## config.mk

```make
export PLATFORM = sky130hd
export DESIGN_NAME = led_rr_sched
export DESIGN_NICKNAME = d
export VERILOG_FILES = /design/src/rtl/led_rr_sched.sv
export SDC_FILE = /design/constraint.sdc
export NUM_CORES = 1
export LEC_CHECK = 0
export ABC_CLOCK_PERIOD_IN_PS = 1700
export CELL_PAD_IN_SITES_DETAIL_PLACEMENT = 0
export CELL_PAD_IN_SITES_GLOBAL_PLACEMENT = 1
export CORE_ASPECT_RATIO = 2
export CORE_MARGIN = 2
export CORE_UTILIZATION = 31
export CTS_CLUSTER_DIAMETER = 40
export DETAILED_ROUTE_END_ITERATION = 12
export PLACE_DENSITY = 0.78
export SLEW_MARGIN = 20
export SYNTH_ARGS = -nofsm -noshare
export SYNTH_HDL_FRONTEND = slang
export SYNTH_SLANG_ARGS = --single-unit
```

## constraint.sdc

```tcl
create_clock -name clock -period 1.7 [get_ports clock]
set_input_delay 0.17 -clock clock [delete_from_list [all_inputs] [get_ports clock]]
set_output_delay 0.17 -clock clock [all_outputs]
set_load 0.01 [all_outputs]
```

## src/rtl/led_rr_sched.sv

```systemverilog
// Round-robin owner of the board LED bus: grants one requester for a bounded dwell,
// registers the owner's pattern onto led, and inserts one idle turnaround cycle between owners.
module led_rr_sched #(
  parameter int unsigned NREQ  = 4,
  parameter int unsigned W     = 4,
  parameter int unsigned DWELL = 8,
  localparam int unsigned CNT_W = $clog2(DWELL) + 1
) (
  input  logic              clock,
  input  logic              reset,
  input  logic [NREQ-1:0]   req,
  input  logic [NREQ-1:0]   done,
  input  logic [NREQ*W-1:0] data,
  output logic [NREQ-1:0]   gnt,
  output logic [W-1:0]      led,
  output logic              led_valid,
  output logic              busy
);

  localparam int unsigned PW = (NREQ > 1) ? $clog2(NREQ) : 1;

  typedef enum logic [1:0] {IDLE, GRANT, GAP} state_t;

  state_t            state_q, state_d;
  logic [NREQ-1:0]   gnt_q, gnt_d;
  logic [W-1:0]      led_q, led_d;
  logic [PW-1:0]     ptr_q, ptr_d;
  logic [PW-1:0]     owner_q, owner_d;
  logic [CNT_W-1:0]  cnt_q, cnt_d;

  logic [W-1:0]      data_a [NREQ];
  logic              found;
  logic [PW-1:0]     sel;
  logic              release_grant;

  always_comb begin
    for (int unsigned i = 0; i < NREQ; i++) begin
      data_a[i] = data[i*W +: W];
    end
  end

  // First set request at or after ptr, wrapping modulo NREQ.
  always_comb begin
    int unsigned idx;
    found = 1'b0;
    sel   = '0;
    idx   = 0;
    for (int unsigned i = 0; i < NREQ; i++) begin
      idx = (32'(ptr_q) + i) % NREQ;
      if (!found && req[PW'(idx)]) begin
        found = 1'b1;
        sel   = PW'(idx);
      end
    end
  end

  assign release_grant = (cnt_q == CNT_W'(DWELL - 1)) || done[owner_q] || !req[owner_q];

  always_comb begin
    state_d = state_q;
    gnt_d   = gnt_q;
    led_d   = led_q;
    ptr_d   = ptr_q;
    owner_d = owner_q;
    cnt_d   = cnt_q;
    unique case (state_q)
      IDLE, GAP: begin
        if (found) begin
          state_d = GRANT;
          gnt_d   = NREQ'(1) << sel;
          led_d   = data_a[sel];
          owner_d = sel;
          cnt_d   = '0;
        end else begin
          state_d = IDLE;
          gnt_d   = '0;
        end
      end
      GRANT: begin
        if (release_grant) begin
          state_d = GAP;
          gnt_d   = '0;
          ptr_d   = (owner_q == PW'(NREQ - 1)) ? '0 : owner_q + 1'b1;
        end else begin
          cnt_d = cnt_q + 1'b1;
          led_d = data_a[owner_q];
        end
      end
      default: begin
        state_d = IDLE;
        gnt_d   = '0;
      end
    endcase
  end

  always_ff @(posedge clock) begin
    if (reset) begin
      state_q <= IDLE;
      gnt_q   <= '0;
      led_q   <= '0;
      ptr_q   <= '0;
      owner_q <= '0;
      cnt_q   <= '0;
    end else begin
      state_q <= state_d;
      gnt_q   <= gnt_d;
      led_q   <= led_d;
      ptr_q   <= ptr_d;
      owner_q <= owner_d;
      cnt_q   <= cnt_d;
    end
  end

  assign gnt       = gnt_q;
  assign led       = led_q;
  assign led_valid = |gnt_q;
  assign busy      = (state_q != IDLE);

endmodule

```

# == Word level (Yosys, flattened, before mapping) ==
# Index checks and enable logic that the tools add are counted.
# totals
regBits,18
inputBits,26
elab_cells,84
# op_classes
addsub,5
order_cmp,7
eq_ne,7
shifts,1
muxes,39
bitwise,2
reduce_logical,17
# op_table
cell,n
$mux 4,10
$pmux 4 s2,3
$bmux 4 s2,2
$lt 2x3->1 const B,5
$bmux 1 s2,6
$mux 2,6
$mux 1,11
$ge 3x3->1 const B,2
$ne 2x2->1 const B,3
$not 2->3,2
$add 2x1->2 const B,2
$add 2x2->2 const B,2
$add 4x1->4 const B,1
$eq 2x2->1 const B,2
$eq 4x3->1 const B,1
$logic_not 1->1,4
$pmux 2 s2,1
$reduce_and 2->1,2
$reduce_bool 2->1,2
$reduce_or 4->1,1
$shl 1x2->4 const A,1
$logic_and 1x1->1,3
$reduce_and 3->1,1
$eq 2x1->1 const B,1
other kinds (3),4

# == Longest topological paths before layout ==
# Gate-level depths: netlist (run 1).
# depth
ltp_word,18
mapped_depth,8
mapped_depth_nobuf,7

# == Worst setup path before layout (run 1) ==
# No wires, ideal clock.
# synth_path
kind,register to register
start,register owner_q[0]
end,register cnt_q[3]
t_arrival_ps,1638
slack_ps,-77
path_stages_with_launch,7
period_less_slack_ps,1777
path_cell_list,dfxtp_1 > buf_4 > mux4_2 > nor2_4 > nand4_1 > xnor2_1 > nor3b_2
# synth_via
elab_chain_len,6
word_cells_on_any_way,9
classes_between,1 x eq/ne; 4 x mux; 4 x reduce/logical
# synth_lines
element,line_no,rtl
"start, declared",28,"logic [PW-1:0] owner_q, owner_d;"
"start signal, assigned",109,owner_q <= owner_d;
$bmux 1 s2,57,assign release_grant = (cnt_q == CNT_W'(DWELL - 1)) || done[owner_q] || !req[owner_q];
$mux 1 (not written as such),57,
$logic_or 1x1->1 / $logic_not 1->1 (equally long branches),57,
$logic_or 1x1->1 (*),57,
$ne 2x2->1 (no source line) (*),--,
$reduce_and 3->1 (no source line) (*),--,
"end signal, assigned",110,cnt_q <= cnt_d;
"end, declared",29,"logic [CNT_W-1:0] cnt_q, cnt_d;"
# Mark *: on every way between the ends. The rest lies on a longest branch, timed or not. The select of a mux whose other input is x is not followed.
# A chain may end at the register's enable or synchronous reset.

# == Final worst setup path (run 1) ==
# layout_path
start,register ptr_q[1]
end,"register led_q[2], in the netlist led[2]"
# layout_via
elab_chain_len,18
word_cells_on_any_way,33
classes_between,3 x add/sub; 1 x eq/ne; 21 x mux; 1 x bitwise; 7 x reduce/logical
# layout_lines
element,line_no,rtl
"start, declared",27,"logic [PW-1:0] ptr_q, ptr_d;"
"start signal, assigned",108,ptr_q <= ptr_d;
branches (longest 18 deep; another with $add 2x1->2),--,
"end signal, assigned",107,led_q <= led_d;
"end, declared",26,"logic [W-1:0] led_q, led_d;"
# Parallel ways; which one is timed is not known. The select of a mux whose other input is x is not followed.

==> results of run 1 <==
[power groups by stage]
stage / logic, mW / clock network [mW] / registers (mW)
2_1_floorplan: 0.236 / 0 / 0.495
3_3_place_gp: 0.457 / 0 / 0.486
3_5_place_dp: 0.468 / 0 / 0.487
4_1_cts: 0.471 / 0.357 / 0.477
5_1_grt: 0.533 / 0.371 / 0.481
6_report: 0.494 / 0.351 / 0.477
[logic make-up after synthesis]
kind of cell               count (synthesis)  share of synthesized area (%)
and+or+nand+nor                           54                           24.7
AOI/OAI and AO/OA                         28                           18.4
DFF                                       18                           30.4
muxes                                     15                           18.1
buffers and inverters                     10                           4.85
xor gates and xnor gates                   2                           1.48
adders and majority gates                  2                           2.11
[sequential cells by signal, indices dropped and copies added, names as in the netlist]
register / count
state_q: 2
ptr_q: 2
led: 4
gnt: 4
cnt_q: 4
owner_q: 2
[worst max-delay path, stage by stage, from the launching register on]
cell	delay, ns
dfxtp_4	0.37
buf_6	0.12
a21oi_2	0.13
o21ai_2	0.07
a21oi_2	0.19
buf_6	0.15
mux2i_1	0.08
o31a_1	0.31
a311oi_1	0.24
[final timing paths]
| kind | from | endpoint | depth (start not counted) |
|---|---|---|---|
| min reg2reg | cnt_q[1] | cnt_q[1] | 2 |
| max | ptr_q[1] | led[2] | 8 |
| max reg2reg | ptr_q[1] | led[2] | 8 |
| min | cnt_q[1] | cnt_q[1] | 2 |
[area by class of cell]
cell class | count | share of cell area (%)
Multi-Input combinational cell | 101 | 43.5
Timing Repair Buffer | 64 | 30.1
Sequential cell | 18 | 19.6
Tap cell | 49 | 3.28
Clock buffer | 4 | 2.95
Inverter | 3 | 0.603
[through the flow]
| stage | hold slack [ns] | setup WS, ns |
|---|---|---|
| floorplan | 0.271 | -0.00794 |
| global placement | 0.471 | -0.330 |
| detailed placement | 0.474 | -0.394 |
| CTS | 0.484 | 0.0222 |
| global route | 0.520 | -0.0893 |
| finish | 0.486 | -0.0327 |
[per-layer routing]
metal	GRT usage [%]	wire length, um	up-vias
li1	-	-	601
met1	17.2	1220	582
met2	30.8	2070	33
met3	2.19	133	4
met4	4.95	61	0
met5	0	0	-
[cell usage in the layout, fill, tap and decap left out, types with 2 or more instances in the layout]
cell and instances:
a21o_1 2, a21oi_1 5, a21oi_2 3, a311oi_1 2, a32oi_1 2, buf_4 26
buf_6 2, clkbuf_8 4, clkdlybuf4s50_1 26, dfxtp_1 16, dlygate4sd2_1 9, ha_1 2
inv_1 3, mux2_2 2, mux2i_1 8, mux4_2 5, nand2_1 6, nand2b_1 6
nand3_1 3, nand3b_1 3, nor2_1 18, nor2_4 2, nor2b_1 2, nor3_1 4
o21a_1 2, o31a_1 2, o41ai_2 2
[what timing repair did]
action	CTS	global route
endpoints found under the setup margin	12	5
buffers inserted	2	1
pin swaps	6	9
cloned	0	1
gates resized for setup	13	8
==> metrics, run 1 <==
worst hold path class reg2reg; Placed Cells 231; clock root buffer clkbuf_8; vias in the first global route 1235; fmax 0.577 GHz; Syn Std Cell Area 0.00119 mm^2; sequential power share 36.1%; worst skew pair latency 0.25 ns; global-route wire length before repair 5360 um; Overall Global Routing Usage 16.5%; VDD IR max 0.501 mV; Yosys top cell by area dfxtp_1; asr flop ratio synth 0%; GR Overflow Total 0; antenna diode count 0; Post-Route Utilization 51.2%; Non-Filler Instances 239; worst-margin pin slew 0.518 ns; 1st-iter DRT viols 19; Cells after Synth 129; area of placed instances 0.00174 mm^2; Net Sw Frac 29.1%; post-layout min period 1.73 ns; Remaining DRCs 0; die area 0.00437 mm^2; H-tree levels 1; Via density 5.10; syn nets 157; via count 1220; #FFs+latches synth 18; Worst Path Arrival 1.90 ns; CP Class reg2reg; Setup violations, final 1; Switch Pwr 385 uW; I/O pin total 36; # fillers 362; leakage 0.750 nW; post-synth top area share 30.4%; Routed WL 3480 um; period utilization 102%; Seq/Total Area, Yosys 30.4%; crit end category flip-flop; row count 31; WL/cell 14.6 um; R2R setup slack -0.03 ns; initial antenna violation count 0; NumNets Final 219; share of cells above drive strength 1 30.5%; Final ANT Viol Nets 0; Port Buffer Count 35; top cells by count, synth 18 x dfxtp_1, 18 x nor2_1, 8 x mux2i_1; GPL Wtd Cong 0.811; Clock Skews 0.00154 ns; combinational share of power 37.4%; Area contributors post-synth dfxtp_1 30%, mux4_2 9.5%, mux2i_1 6.8%; Rel. slew slack 65.3%; Sinks on Clock Net 18; violated checks negative setup slack; Synth-to-Final Area Change 57.5%; Initial Util 32.5%; flip-flop and latch area 365 um^2; Distinct cells, synth 44; final slew viol count 0; area of the multi-input gates 813 um^2; Main synth FF type dfxtp_1; syn avg cell area 9.19 um^2; DRT Pass-1 Iters 4; final worst setup slack -0.0327 ns; clock-pin slew on the worst setup and hold paths 0.07 ns; die height 91.5 um; Num CTS Buffers 3; endpoints failing hold 0; largest net degree at the start of global routing 15; core area 0.00365 mm^2; clock share of power 26.5%; hold-fix buffers at CTS 0; RSZ-0062 raised after global routing true; CTS tree yes; maximum clock path buffer count 2; critical path startpoint category flip-flop; internal power 937 uW; pwr dens 707 mW/mm^2; status finished with violations; post-route cell area 0.00187 mm^2; number of max-cap violations 0; Worst Path Required 1.87 ns; Power Total 1.32 mW; YS warnings 0; CP max FO 5; Die W 47.7 um; final HPWL from detailed placement 2820 um; TNS Setup -0.0327 ns; number of flops mapped to enable cells by yosys 0
(Power assumes the default switching activity.)
==> run 2, diff against run 1 <==
--- a/config.mk
+++ b/config.mk
@@ -8,12 +8,11 @@
 export ABC_CLOCK_PERIOD_IN_PS = 1700
 export CELL_PAD_IN_SITES_DETAIL_PLACEMENT = 0
 export CELL_PAD_IN_SITES_GLOBAL_PLACEMENT = 1
-export CORE_ASPECT_RATIO = 2
 export CORE_MARGIN = 2
-export CORE_UTILIZATION = 31
+export CORE_UTILIZATION = 30
 export CTS_CLUSTER_DIAMETER = 40
 export DETAILED_ROUTE_END_ITERATION = 12
-export PLACE_DENSITY = 0.78
+export PLACE_DENSITY = 0.76
 export SLEW_MARGIN = 20
 export SYNTH_ARGS = -nofsm -noshare
 export SYNTH_HDL_FRONTEND = slang
==> run 2 against run 1 <==
The flow now finishes without violations. Final cell count shrank 2.5%. Routed wire length grew 0.11%. Flip-flop and latch count is the same. Utilization shrank 1.3 points. Worst hold slack lost 0.0045 ns. Register-to-register slack gained 0.11 ns. Clock skew grew 0.0066 ns. Power grew 1.5%. Sequential share of layout area grew 0.067 points. Critical path type is now reg2out. Largest cell class unchanged.
==> metrics, run 2 (same netlist as run 1, synthesis figures left out) <==
GRT busiest layer met2; Num CTS Buffers 3; Worst R2R Start ptr_q[1]; number of max-cap violations 0; critical path startpoint category flip-flop; endpoints failing hold 0; commonest cells after routing, fill and taps aside 26 x clkdlybuf4s50_1, 21 x buf_4, 18 x nor2_1, 15 x dfxtp_1, 8 x mux2i_1; VDD IR max 0.441 mV; DRT Pass-1 Iters 4; Initial Util 31.7%; worst skew pair latency 0.27 ns; Worst Path Required 1.53 ns; GPL Wtd Cong 0.918; GR Overflow Total 0; crit path cell chain buf_4, or2_2, clkdlybuf4s50_1; Setup violations, final 0; largest net degree at the start of global routing 21; Sinks on Clock Net 18; CP peak stage delay 0.48 ns; die area 0.00447 mm^2; Routed WL 3480 um; maximum clock path buffer count 2; WL/cell 15.0 um; most common cell after layout, fill and taps aside clkdlybuf4s50_1; M2 GR Usage 29.1%; clock-pin slew on the worst setup and hold paths 0.08 ns; period utilization 96.9%; status finished, final reports clean; H-tree levels 1; GR met1 Demand/Resource 19.6%; CP Class reg2out; worst hold path class reg2reg; Setup crit start state_q[0]; initial antenna violation count 0; cell family with most CP delay buffers and inverters; global-route wire length before repair 5590 um; Remaining DRCs 0; fmax 0.607 GHz; Via density 5.18; via count 1207; Overall Global Routing Usage 16.8%; crit end category output pin; leakage 0.774 nW; die height 66.9 um; hold slack 0.482 ns; Worst Hold Launch cnt_q[1]; post-layout min period 1.65 ns; # fillers 361; clock root buffer clkbuf_8; CTS tree yes; crit path buf inv count 2; Die W 66.9 um; TNS Setup 0 ns; NumNets Final 214; final HPWL from detailed placement 2640 um; pwr dens 718 mW/mm^2; RSZ-0062 raised after global routing false; Worst Path Arrival 1.48 ns; Final ANT Viol Nets 0; row count 22; Clock Skews 0.00817 ns; 1st-iter DRT viols 38; Rel. slew slack 80.8%; CP max FO 6; met3 GRT Util 3.55%; vias in the first global route 1259; Power Total 1.34 mW; post-route cell area 0.00187 mm^2; antenna diode count 0; I/O pin total 36; Synth-to-Final Area Change 57.5%; worst-margin pin slew 0.287 ns; final slew viol count 0; hold-fix buffers at CTS 0; share of cells above drive strength 1 30.3%; highest-delay cell along the critical path clkdlybuf4s50_1; core area 0.00374 mm^2; Port Buffer Count 35; area of placed instances 0.00173 mm^2
run 2: cell types whose count changed in the layout (fill, tap and decap cells not counted), moves of 2 or more:
cell / change
nand2b_1: -3
buf_4: -5
dlymetal6s2s_1: +3
a21oi_2: -2
a21oi_1: +2
a31oi_2: +2
dlygate4sd2_1: -4
nand2b_4: +3
run 2: metrics by stage:
step | worst slack, ns | util (%) | instances
final | 0.0524 | 49.9 | 233
after global routing | 0.00271 | 49.9 | 233
after detailed placement | -0.388 | 46.2 | 227
after CTS | 0.00733 | 48.1 | 231
after global placement | -0.386 | 46.2 | 227
after floorplan | -0.00794 | - | 129
run 2: final timing paths:
check / end / slack [ns] / depth (start not counted)
worst min-delay path: cnt_q[1] / 0.48 / 2
worst max register to register: led[3] / 0.08 / 6
worst min register to register: cnt_q[1] / 0.48 / 2
worst max-delay path: busy / 0.05 / 3
run 2: layout make-up:
type                            instances  area, um^2  area share [%]
Multi-Input combinational cell        101         828            44.3
Timing Repair Buffer                   59         547            29.3
Clock buffer                            4        55.1            2.95
Tap cell                               48        60.1            3.22
Sequential cell                        18         367            19.6
Inverter                                3        11.3           0.603
run 2: report_power, final:
group	leakage (nW)	switching, mW	total [mW]	internal [mW]
Sequential	0.149	0.0225	0.477	0.455
Clock	0.0288	0.163	0.369	0.207
Combinational	0.596	0.217	0.495	0.278
run 2: per-layer routing:
metal / part of all wire, % / wire (um)
met1: 44 / 1530
met2: 48 / 1680
met3: 5.5 / 193
met4: 2.2 / 75
met5: 0 / 0
run 2: what timing repair did:
action | 4_1_cts | 5_1_grt
pin swaps | 3 | 8
buffers inserted | 0 | 2
gates resized for setup | 11 | 14
setup endpoints to repair | 10 | 6
run 2: worst min-delay path, cell delays in order (launching register included):
cell and delay [ns]:
dfxtp_1 0.33, nand2_1 0.06, a21oi_1 0.05
==> run 3, diff against run 2 <==
--- a/config.mk
+++ b/config.mk
@@ -12,7 +12,7 @@
 export CORE_UTILIZATION = 30
 export CTS_CLUSTER_DIAMETER = 40
 export DETAILED_ROUTE_END_ITERATION = 12
-export PLACE_DENSITY = 0.76
+export PLACE_DENSITY_LB_ADDON = 0.1
 export SLEW_MARGIN = 20
 export SYNTH_ARGS = -nofsm -noshare
 export SYNTH_HDL_FRONTEND = slang
==> run 3 against run 2 <==
Register-to-register slack got worse by 0.06 ns. Highest routed layer unchanged. Via count fell by 0.58%. First-iteration DRC count rose by 45%. Count of clock-buffer cells in the layout did not move. Critical endpoint is now led[0]. Combinational power fell by 5.1%. Sequential power barely moved. Critical path type is now reg2reg. Final cell count fell by 0.43%.
==> metrics, run 3 (same netlist as run 1, synthesis figures left out) <==
status finished, final reports clean; met3 WL 143 um; post-route cell area 0.00181 mm^2; vias in the first global route 1174; global-route wire length before repair 5400 um; core area 0.00374 mm^2; TNS Setup 0 ns; endpoints failing hold 0; Setup violations, final 0; final HPWL from detailed placement 2650 um; WL/cell 14.3 um; Die W 66.9 um; die area 0.00447 mm^2; via count 1200; Via density 5.17; antenna diode count 0; post-layout min period 1.68 ns; most common cell after layout, fill and taps aside clkdlybuf4s50_1; DR top layer met4; DRT Pass-1 Iters 4; CTS tree yes; initial antenna violation count 0; Final ANT Viol Nets 0; worst skew pair latency 0.25 ns; commonest cells after routing, fill and taps aside 29 x clkdlybuf4s50_1, 20 x buf_4, 18 x nor2_1, 16 x dfxtp_1, 8 x mux2i_1; final slew viol count 0; number of max-cap violations 0; largest net degree at the start of global routing 12; Initial Util 31.7%; clock-pin slew on the worst setup and hold paths 0.07 ns; Port Buffer Count 35; CP Class reg2reg; GR Overflow Total 0; H-tree levels 1; CP max FO 6; Placed Cells 226; worst hold path class reg2reg; I/O pin total 36; NumNets Final 213; die height 66.9 um; pwr dens 718 mW/mm^2; Worst Path Arrival 1.85 ns; Rel. slew slack 68.1%; crit end category flip-flop; 1st-iter DRT viols 55; VDD IR max 0.565 mV; maximum clock path buffer count 2; row count 22; routed length on met2 1580 um; share of cells above drive strength 1 27.2%; fmax 0.594 GHz; Overall Global Routing Usage 15.8%; Synth-to-Final Area Change 52.8%; RSZ-0062 raised after global routing true; Clock Skews 0.00147 ns; Sinks on Clock Net 18; area of placed instances 0.00171 mm^2; clock root buffer clkbuf_8; worst-margin pin slew 0.477 ns; period utilization 98.9%; leakage 0.727 nW; GPL Wtd Cong 0.822; met1 wire length 1550 um; Worst Path Required 1.86 ns; Routed WL 3320 um; Num CTS Buffers 3; Remaining DRCs 0; hold slack 0.493 ns; critical path startpoint category flip-flop; Non-Filler Instances 232
run 3: cell count changes in the layout (fill, tap and decap cells not counted), sizes merged:
| cell | before | now |
|---|---|---|
| buf | 24 | 23 |
| clkbuf | 5 | 4 |
| dlymetal6s2s | 3 | 1 |
| clkdlybuf4s50 | 26 | 29 |
run 3: per-stage QoR:
| stage | setup slack (ns) | utilization [%] | power, mW |
|---|---|---|---|
| floorplan | -0.00794 | - | 0.731 |
| global placement | -0.328 | 45.7 | 0.942 |
| detailed placement | -0.407 | 45.7 | 0.945 |
| CTS | 0.00112 | 47.5 | 1.30 |
| global route | -0.0895 | 48.4 | 1.38 |
| finish | 0.0179 | 48.4 | 1.30 |
run 3: where the power goes:
group,switching (mW),internal (mW),total (mW)
clock,0.146,0.206,0.352
combinational,0.206,0.265,0.470
sequential,0.0234,0.455,0.479
total,0.375,0.926,1.30
run 3: final timing paths:
check	from	to	depth (start not counted)	slack, ns
max	ptr_q[1]	led[0]	5	0.02
min	led[2]	led[2]	2	0.49
max reg2reg	ptr_q[1]	led[0]	5	0.02
min reg2reg	led[2]	led[2]	2	0.49
run 3: critical path: stages, from the launching register on:
cell	delay, ns
dfxtp_2	0.37
mux2i_1	0.21
nor2_1	0.08
or3_4	0.44
o21a_2	0.23
o41ai_2	0.25
run 3: final cells by class:
type | instances | area, um^2
timing repair buffer | 58 | 531
clock buffer | 4 | 55.1
inverter | 3 | 11.3
sequential | 18 | 363
tap | 48 | 60.1
multi-input combinational | 101 | 793
fill | 362 | 1930
run 3: layer usage:
| layer | GRT usage [%] | up-vias |
|---|---|---|
| met1 | 20.8 | 580 |
| met4 | 3.57 | 0 |
| met2 | 25.6 | 23 |
| met3 | 4.56 | 6 |
| li1 | - | 591 |
| met5 | 0 | - |
run 3: what timing repair did:
action,CTS,global route
hold buffers,0,0
setup endpoints to repair,12,10
buffers inserted,1,1
resized for setup,9,6
pin swaps,4,6
==> RTL change (config.mk and constraints of run 1) <==
Encoding of `state_t`: now one-hot (3 bits for 3 states).
--- a/src/rtl/led_rr_sched.sv
+++ b/src/rtl/led_rr_sched.sv
@@ -21,3 +21,3 @@
 
-  typedef enum logic [1:0] {IDLE, GRANT, GAP} state_t;
+  typedef enum logic [2:0] {IDLE = 3'b001, GRANT = 3'b010, GAP = 3'b100} state_t;
 
Function: no difference found for any inputs over 4 cycles, from zero or initial values and one cycle with reset high; so few cycles prove little.
==> RTL change against run 1 <==
  * The flow still finishes with violations (negative setup slack)
  * Fmax is 5.3% lower
  * Worst setup slack lost 97 ps
  * Wire length is 4.4% higher
  * Design area is 4.9% higher
  * Global-route usage is 2.2 points higher
  * Power rose by 12%
  * Via count down 2.5%
  * Largest cell class unchanged
  * Sequential share of layout area about the same
  * Area after synthesis fell by 1.4%
  * Sequential cell count grew 1
  * First-iteration DRC count down 5.3%
==> RTL change: results (changes against run 1) <==
{| class="wikitable"
! Metric !! Value
|-
| Launch point of the worst path || owner_q[0]
|-
| Tightest slew margin relative to the limit || 76.24% (+11 points)
|-
| Worst supply voltage drop on vdd || 0.5251 mV (+4.8%)
|-
| Min setup slack post-route || -129.7 ps (-97.04 ps)
|-
| Global Route met2 Usage || 34.68% (+3.9 points)
|-
| Met2 wire length || 2284 um (+10%)
|-
| Post-layout nets || 217 (-0.91%)
|-
| Number of design-rule violations left by the first detailed-router iteration || 18 (-1)
|-
| Total leakage power || 0.7950 nW (+6.0%)
|-
| Worst flop-to-flop path endpoint || led[0]
|-
| First-pass GRT wire length || 5906 um (+10%)
|-
| Fraction of the yosys area taken by sequential cells || 32.51% (+2.1 points)
|-
| Violations in the final reports || negative setup slack
|-
| Hold Path Sink || led[1]
|-
| Status || finished, violations left
|-
| Met1 layer usage reported by global route || 18.10% (+0.95 points)
|-
| Top cells by count, synth || 19 x sky130_fd_sc_hd__dfxtp_1, 18 x sky130_fd_sc_hd__nor2_1, 7 x sky130_fd_sc_hd__nand2_1
|-
| Gr usage total || 18.65% (+2.2 points)
|-
| Logic inverters || 1 (-2)
|-
| Detailed Place HPWL || 2887 um (+2.3%)
|-
| Critical-path maximum fanout || 6 (+1)
|-
| Synth top area cells || sky130_fd_sc_hd__dfxtp_1 33%, sky130_fd_sc_hd__mux4_2 9.6%, sky130_fd_sc_hd__nor2_1 5.8%, sky130_fd_sc_hd__mux2i_1 5.1%, sky130_fd_sc_hd__mux2_1 2.9%
|-
| Gates resized, CTS repair || 25 (+12)
|-
| Via count normalized by instance count || 5.021 (-1.6%)
|-
| Wire length on met1 || 1199 um (-1.3%)
|-
| Final routed wire length divided by cell count || 15.33 um (+5.3%)
|-
| Clock buffer and inverter area fraction after layout || 2.299% (-0.65 points)
|-
| Register-to-Register Path Depth || 7 (-1)
|-
| Share of the synthesized netlist area taken by xor and xnor gates || 2.246% (+0.77 points)
|-
| Share of layout cells above drive strength 1 || 35.11% (+4.6 points)
|-
| Largest net degree at the start of global routing || 17 (+2)
|-
| GR Layer Usage met3 || 2.800% (+0.61 points)
|-
| Signal buf overhead || 30.40% (+0.32 points)
|-
| Setup Buffers After CTS || 3 (+1)
|-
| Clock tree skew after final layout || 2.941 ps (+1.403 ps)
|-
| Endpoint arrival time on the critical path || 1960 ps (+60 ps)
|-
| Mean instance size in the synthesized netlist || 9.359 um^2 (+1.8%)
|-
| Synthesized netlist net count || 153 (-2.5%)
|-
| Non-Clock Buffer Count || 67 (+4.7%)
|-
| Seq. cell area || 382.9 um^2 (+4.8%)
|-
| Final setup viols || 9 (+8)
|}
## RTL change: kinds of logic after synthesis
family / after synthesis
simple gates: 51
compound gates: 26
flops: 19
mux: 15
buf+inv: 9
xor+xnor: 3
fa+ha+maj: 2
## RTL change: worst max-delay path, stage by stage (launching register included)
cell and delay [ps]:
sky130_fd_sc_hd__dfxtp_2 340, sky130_fd_sc_hd__mux4_2 550, sky130_fd_sc_hd__a311oi_4 270, sky130_fd_sc_hd__buf_4 170, sky130_fd_sc_hd__nor2_4 50, sky130_fd_sc_hd__buf_6 150
sky130_fd_sc_hd__nand3b_1 100, sky130_fd_sc_hd__o41ai_2 70
## RTL change: stage by stage
stage | cell area (um^2) | setup TNS (ps) | util, % | setup WS (ps)
floorplan | 1214 | -247.5 | - | -119.6
global placement | 1768 | -5846 | 49.01 | -455.5
detailed placement | 1768 | -6358 | 49.01 | -507.4
CTS | 1897 | -906.9 | 52.58 | -160.6
global route | 1959 | -1521 | 54.32 | -202.2
finish | 1959 | -807.8 | 54.32 | -129.7
